==> config.mk <==
export PLATFORM = sky130hd
export DESIGN_NAME = ifu_prefetch
export DESIGN_NICKNAME = d
export VERILOG_FILES = /design/src/rtl/ifu_prefetch.sv
export SDC_FILE = /design/constraint.sdc
export NUM_CORES = 1
export LEC_CHECK = 0
export ABC_AREA = 1
export ABC_CLOCK_PERIOD_IN_PS = 6000
export CELL_PAD_IN_SITES_DETAIL_PLACEMENT = 1
export CELL_PAD_IN_SITES_GLOBAL_PLACEMENT = 1
export CORE_MARGIN = 3
export CORE_UTILIZATION = 43
export CTS_CLUSTER_DIAMETER = 80
export DETAILED_ROUTE_END_ITERATION = 10
export PLACE_DENSITY = 0.88
export SLEW_MARGIN = 5
export SYNTH_ARGS = -nofsm -noshare
export SYNTH_HDL_FRONTEND = slang
export SYNTH_SLANG_ARGS = --single-unit
==> constraint.sdc <==
create_clock -name clk -period 6 [get_ports clk]
set_input_delay 1.2 -clock clk [delete_from_list [all_inputs] [get_ports clk]]
set_output_delay 1.2 -clock clk [all_outputs]
set_load 0.05 [all_outputs]
==> src/rtl/ifu_prefetch.sv <==
`default_nettype none
// ============================================================================
// Module      : ifu_prefetch
// Description : Instruction fetch unit with a DEPTH-entry prefetch queue,
//               valid/ready hand-off to decode, and flushing redirects.
// Revision    : 1.0
// ============================================================================
module ifu_prefetch #(
    parameter logic [31:0] RESET_PC = 32'h0000_3000,
    parameter int          DEPTH    = 4
) (
    input  logic        clk,
    input  logic        reset,
    input  logic        en,
    output logic [31:0] im_addr,
    input  logic [31:0] im_rdata,
    input  logic        redirect_valid,
    input  logic [31:0] redirect_pc,
    output logic        out_valid,
    input  logic        out_ready,
    output logic [31:0] out_pc,
    output logic [31:0] out_instr,
    output logic        fetch_err,
    output logic [31:0] err_pc
);

    localparam int              AW         = $clog2(DEPTH);
    localparam logic [AW:0]     FULL_COUNT = (AW + 1)'(DEPTH);
    localparam logic [AW:0]     CNT_ONE    = (AW + 1)'(1);
    localparam logic [AW-1:0]   PTR_ONE    = AW'(1);

    typedef enum logic [0:0] {
        ST_RUN  = 1'b0,
        ST_HALT = 1'b1
    } state_t;

    state_t        state;
    logic [31:0]   fetch_pc;
    logic [AW-1:0] head;
    logic [AW-1:0] tail;
    logic [AW:0]   count;
    logic [31:0]   pc_q    [DEPTH];
    logic [31:0]   instr_q [DEPTH];

    logic pop;
    logic push;

    assign im_addr   = fetch_pc;
    assign out_valid = (count != '0);
    assign out_pc    = pc_q[head];
    assign out_instr = instr_q[head];

    assign pop  = out_valid && out_ready;
    // A full queue may still accept a fetch when the head leaves this cycle.
    assign push = (state == ST_RUN) && en && !redirect_valid
                  && ((count < FULL_COUNT) || pop);

    always_ff @(posedge clk) begin
        if (!reset) begin
            fetch_pc  <= RESET_PC;
            head      <= '0;
            tail      <= '0;
            count     <= '0;
            state     <= ST_RUN;
            fetch_err <= 1'b0;
            err_pc    <= '0;
        end else if (redirect_valid) begin
            head     <= '0;
            tail     <= '0;
            count    <= '0;
            fetch_pc <= redirect_pc;
            if (redirect_pc[1:0] == 2'b00) begin
                state     <= ST_RUN;
                fetch_err <= 1'b0;
            end else begin
                state     <= ST_HALT;
                fetch_err <= 1'b1;
                err_pc    <= redirect_pc;
            end
        end else begin
            if (push) begin
                tail     <= tail + PTR_ONE;
                fetch_pc <= fetch_pc + 32'd4;
            end
            if (pop) begin
                head <= head + PTR_ONE;
            end
            case ({push, pop})
                2'b10:   count <= count + CNT_ONE;
                2'b01:   count <= count - CNT_ONE;
                default: count <= count;
            endcase
        end
    end

    // Queue payload needs no reset: count gates its visibility.
    always_ff @(posedge clk) begin
        if (reset && push) begin
            pc_q[tail]    <= fetch_pc;
            instr_q[tail] <= im_rdata;
        end
    end

endmodule
`default_nettype wire

### Yosys cells after proc, flatten, opt, wreduce, memory -nomap -nowiden

Memories as Yosys holds them, arrays and structs flattened. A register that Yosys moved wholly into a read port is not among the register bits.
Cells that the tools add are included.

* bits in read-only memories: 0
* bits in latches: 0
* logic and storage cells: 42
* output and inout bits: 130
* memories: 2
* register bits: 72
* RAM bits: 256

Memories
* instr_q: depth 4, width 32, read ports 1, clocked after memory_dff 1, write ports 1, RTL line 43 `logic [31:0] instr_q [DEPTH];`
* pc_q: depth 4, width 32, read ports 1, clocked after memory_dff 1, write ports 1, RTL line 42 `logic [31:0] pc_q [DEPTH];`

* reduce and logical (&&, ||, !) cells: 13
* order comparisons: 1
* add/sub/neg operators: 5
* shift operators: 0
* bitwise logic cells: 3
* equal/unequal tests: 2
* muxes and demuxes: 10
* div/mod/pow operators: 0
* $mul: 0

Operator list (count)
* two-way mux 32 bit: 2
* adder 32 x 3 -> 32 bit, second input constant: 1
* two-way mux 2 bit: 4
* one-hot mux 3 bit (2 select lines): 1
* logical AND 1 bit: 5
* adder 2 x 1 -> 2 bit, second input constant: 2
* nonzero test 2 bit: 2
* adder 3 x 1 -> 3 bit, second input constant: 1
* < comparator 3 bit, second input constant: 1
* two-way mux 1 bit: 3
* inverter 1 bit: 3
* nonzero test 3 bit: 1
* subtractor 3 x 1 -> 3 bit, second input constant: 1
* == test 2 x 1 -> 1 bit, second input constant: 1
* == test 2 bit, second input constant: 1
* logical NOT 2 bit: 1
* AND reduction 2 bit: 1
* OR reduction 2 bit: 1
* logical NOT 1 bit: 1
* logical OR 1 bit: 1

### Longest topological paths before layout

* depth after elaboration: 7
* mapped depth: 12
* gate-level depth less buffers: 12

### Worst setup path before layout

No wires, ideal clock.

* path type: input-to-reg
* start point: input port redirect_valid
* end point: memory instr_q[0][0], enable pin
* cell stages on the path: 6
* data arrival time: 4.521 ns
* required time: 5.514 ns
* path buffers: 1
* path slack: 0.993 ns
* cell sequence: buf_4 > nor2_4 > inv_2 > nor2_4 > inv_2 > nor2_1

* longest elaborated chain between the ends: 6

Ends and longest elaborated chain
* start: declaration: RTL line 17 `input logic redirect_valid,`
* logical NOT 1 bit: RTL line 55 `assign push = (state == ST_RUN) && en && !redirect_valid`
* logical AND 1 bit: RTL line 55
* logical AND 1 bit: RTL line 56 `&& ((count < FULL_COUNT) || pop);`
* logical AND 1 bit: RTL line 98 `if (reset && push) begin`
* two-way mux 1 bit: RTL line 98
* two-way mux 1 bit (not written as such): RTL line 100 `instr_q[tail] <= im_rdata;`
* end: declaration: RTL line 43

No other way between the ends.

==> flow_summary.toml <==
[logic_synthesis]
synth_seq_cells = 330
synth_area_um2 = 13200
ys_warn_count = 0
ys_seq_area_share_pct = 69.3
synth_top_area_cell = "edfxtp_1"
synth_edf_count = 256
synthFlopType = "edfxtp_1"
syn_inst = 1176
synth_top_area_share_pct = 58.1
async_reset_ff_share_pct = 0
ys_top_cells_by_area = "edfxtp_1 (58%), dfxtp_1 (11%), o21ai_0 (6.9%), nor2_1 (6.1%), nand2_1 (3.6%)"
ys_types = 34
avgSynthCellArea_um2 = 11.2
synth_nets = 1252

[floorplanning]
fp.dieH_um = 181
io_pins = 199
fp.dieArea_um2 = 32900
rows = 63
start_util_pct = 44.2
core_um2 = 30000
die_w_um = 181

[timing]
drv_slew = 0
setup_slack_ns = 1.34
tightest_slew_ns = 1.25
rsz0062_at_grt = "false"
setup_tns_ns = 0
hold_ws_ns = 0.475
skew_ns = 0.0143
relSlewSlack_pct = 17.0
timing.fmax_mhz = 214
period_needed_ns = 4.66
finalCritPeriodShare_pct = 77.7
finalSetupViolCount = 0
hold_viol = 0

[setup_path]
critPathTopFamily = "buffers and inverters"
crit_path_max_fanout = 128
crit_buf_inv = 2
critical_path.slowest_cell = "clkdlybuf4s50_1"
arrival_ns = 3.46
worstSetupPathType = "reg -> out"
required_ns = 4.80
cp-end-kind = "output pin"
critPathLaunchType = "register"
crit_path_cell_trace = "inv_4 -> o21ai_0 -> o22ai_1 -> clkdlybuf4s50_1"
slowest_delay_ns = 0.88

[clock_tree]
clkTransAtPathRegs_ns = 0.06
root_buffer = "clkbuf_16"
htree_num_levels = 2
clk_path_buf_depth = 3
cts_resized = 0
cts_sinks = 330
cts_tree = "yes"
cts_made_buffers = 36
post_cts_buffers = 0
cts_hold_buf = 0
clk_latency_ns = 0.52

[detailed_routing]
drtIter0Drc = 726
antenna_left = 0
via_per_inst = 5.41
firstDrtPassIters = 5
avgRoutedWirePerCell_um = 20.6
wl_mm = 36.8
vias = 9637
drc_errors = 0

[place]
dpl_worst_slack_ns = 1.91
post_dp_cell_area_um2 = 15600
portBuffers = 198
gp_congestion = 0.842
dp.cells = 1715
hpwl_mm = 23.3

[global_routing]
met1_usage_pct = 28.0
grtUsageTotal_pct = 21.9
top_usage_layer = "met2"
use_met3_pct = 4.29
use_met2_pct = 38.5
grt_max_degree = 129
overflow = 0
antenna_found_initial = 0
grt_pass1_vias = 10400
grt_pass1_wl_mm = 57.7

[job]
drv_cap = 0

[layout]
final_common_cell = "edfxtp_1"
design_area_um2 = 16700
synthToLayoutAreaGrowth_pct = 26.4
layout.nets = 1439
utilization_pct = 55.8
most-common-layout-cells = "edfxtp_1 (256), nor2_1 (212), clkdlybuf4s50_1 (198), o21ai_0 (182), nand2_1 (126)"
finalNonFillerCells = 1781
drive_above_1_share_pct = 8.63
num_antenna_cells = 0
fill_cells = 3143

[power]
finalPower_mw = 5.24
power_leakage_nw = 5.80
vdd_ir_drop_max_uv = 166
p_per_area_nw_per_um2 = 313

[status]
status = "finished, final reports clean"

[hold_path]
hp-class = "reg -> reg"
-- cells in the mapped netlist, types with 14 or more instances --
cell type / n
a21oi_1: 29
o22ai_1: 66
nor2_4: 16
buf_2: 26
nor2_1: 216
edfxtp_1: 256
inv_2: 14
nand3_1: 27
nand2_1: 126
inv_1: 49
clkbuf_1: 28
o21ai_0: 182
dfxtp_1: 74
-- cell type report --
| type | count | area (µm²) | share of cell area (%) |
|---|---|---|---|
| well taps | 390 | 488 | 2.92 |
| clock buffers | 45 | 988 | 5.91 |
| multi-input cells | 724 | 3580 | 21.4 |
| flip-flops and latches | 330 | 9170 | 54.9 |
| inverters | 64 | 243 | 1.45 |
| repair buffers | 207 | 2060 | 12.3 |
| clock inverters | 21 | 185 | 1.11 |
-- per-layer routing --
metal  vias up  part of all wire (%)
li1       4504                     -
met1      4789                    42
met2       290                    50
met3        54                   5.8
met4         0                   2.0
met5         -                     0
-- report_power, final --
| group | leakage, nW | switching, mW | total (mW) | internal, mW |
|---|---|---|---|---|
| Combinational | 2.26 | 0.325 | 0.486 | 0.162 |
| Sequential | 2.95 | 0.0567 | 2.57 | 2.51 |
| Clock | 0.581 | 0.876 | 2.18 | 1.30 |
-- flip-flops by register name, indices dropped and copies added, names as in the netlist, named ones only --
| register | count |
|---|---|
| tail | 2 |
| state | 1 |
| pc_q | 128 |
| err_pc | 32 |
| im_addr | 32 |
| head | 2 |
| count | 3 |
| instr_q | 128 |
-- cell families after synthesis --
| group | share of synthesized area, % |
|---|---|
| compound gates | 11.8 |
| xor+xnor | 0.728 |
| fa+ha+maj | 0.719 |
| buf+inv | 3.80 |
| flops | 69.3 |
| simple gates | 13.6 |
-- worst paths after layout --
check	from	end	slack, ns	depth (start not counted)
setup reg to reg	state	instr_q[0][24]	3.70	6
hold / removal	err_pc[0]	err_pc[0]	0.48	2
hold reg to reg	err_pc[0]	err_pc[0]	0.48	2
setup / recovery	register	out_pc[17]	1.34	4
-- worst reg2reg max path: stages, from the launching register on --
cell	delay (ns)
dfxtp_1	0.31
inv_1	0.13
nand3_4	0.18
nor2_4	0.24
inv_2	0.16
nor2_4	0.11
buf_4	0.78
Power figures use the tool's default switching activity.
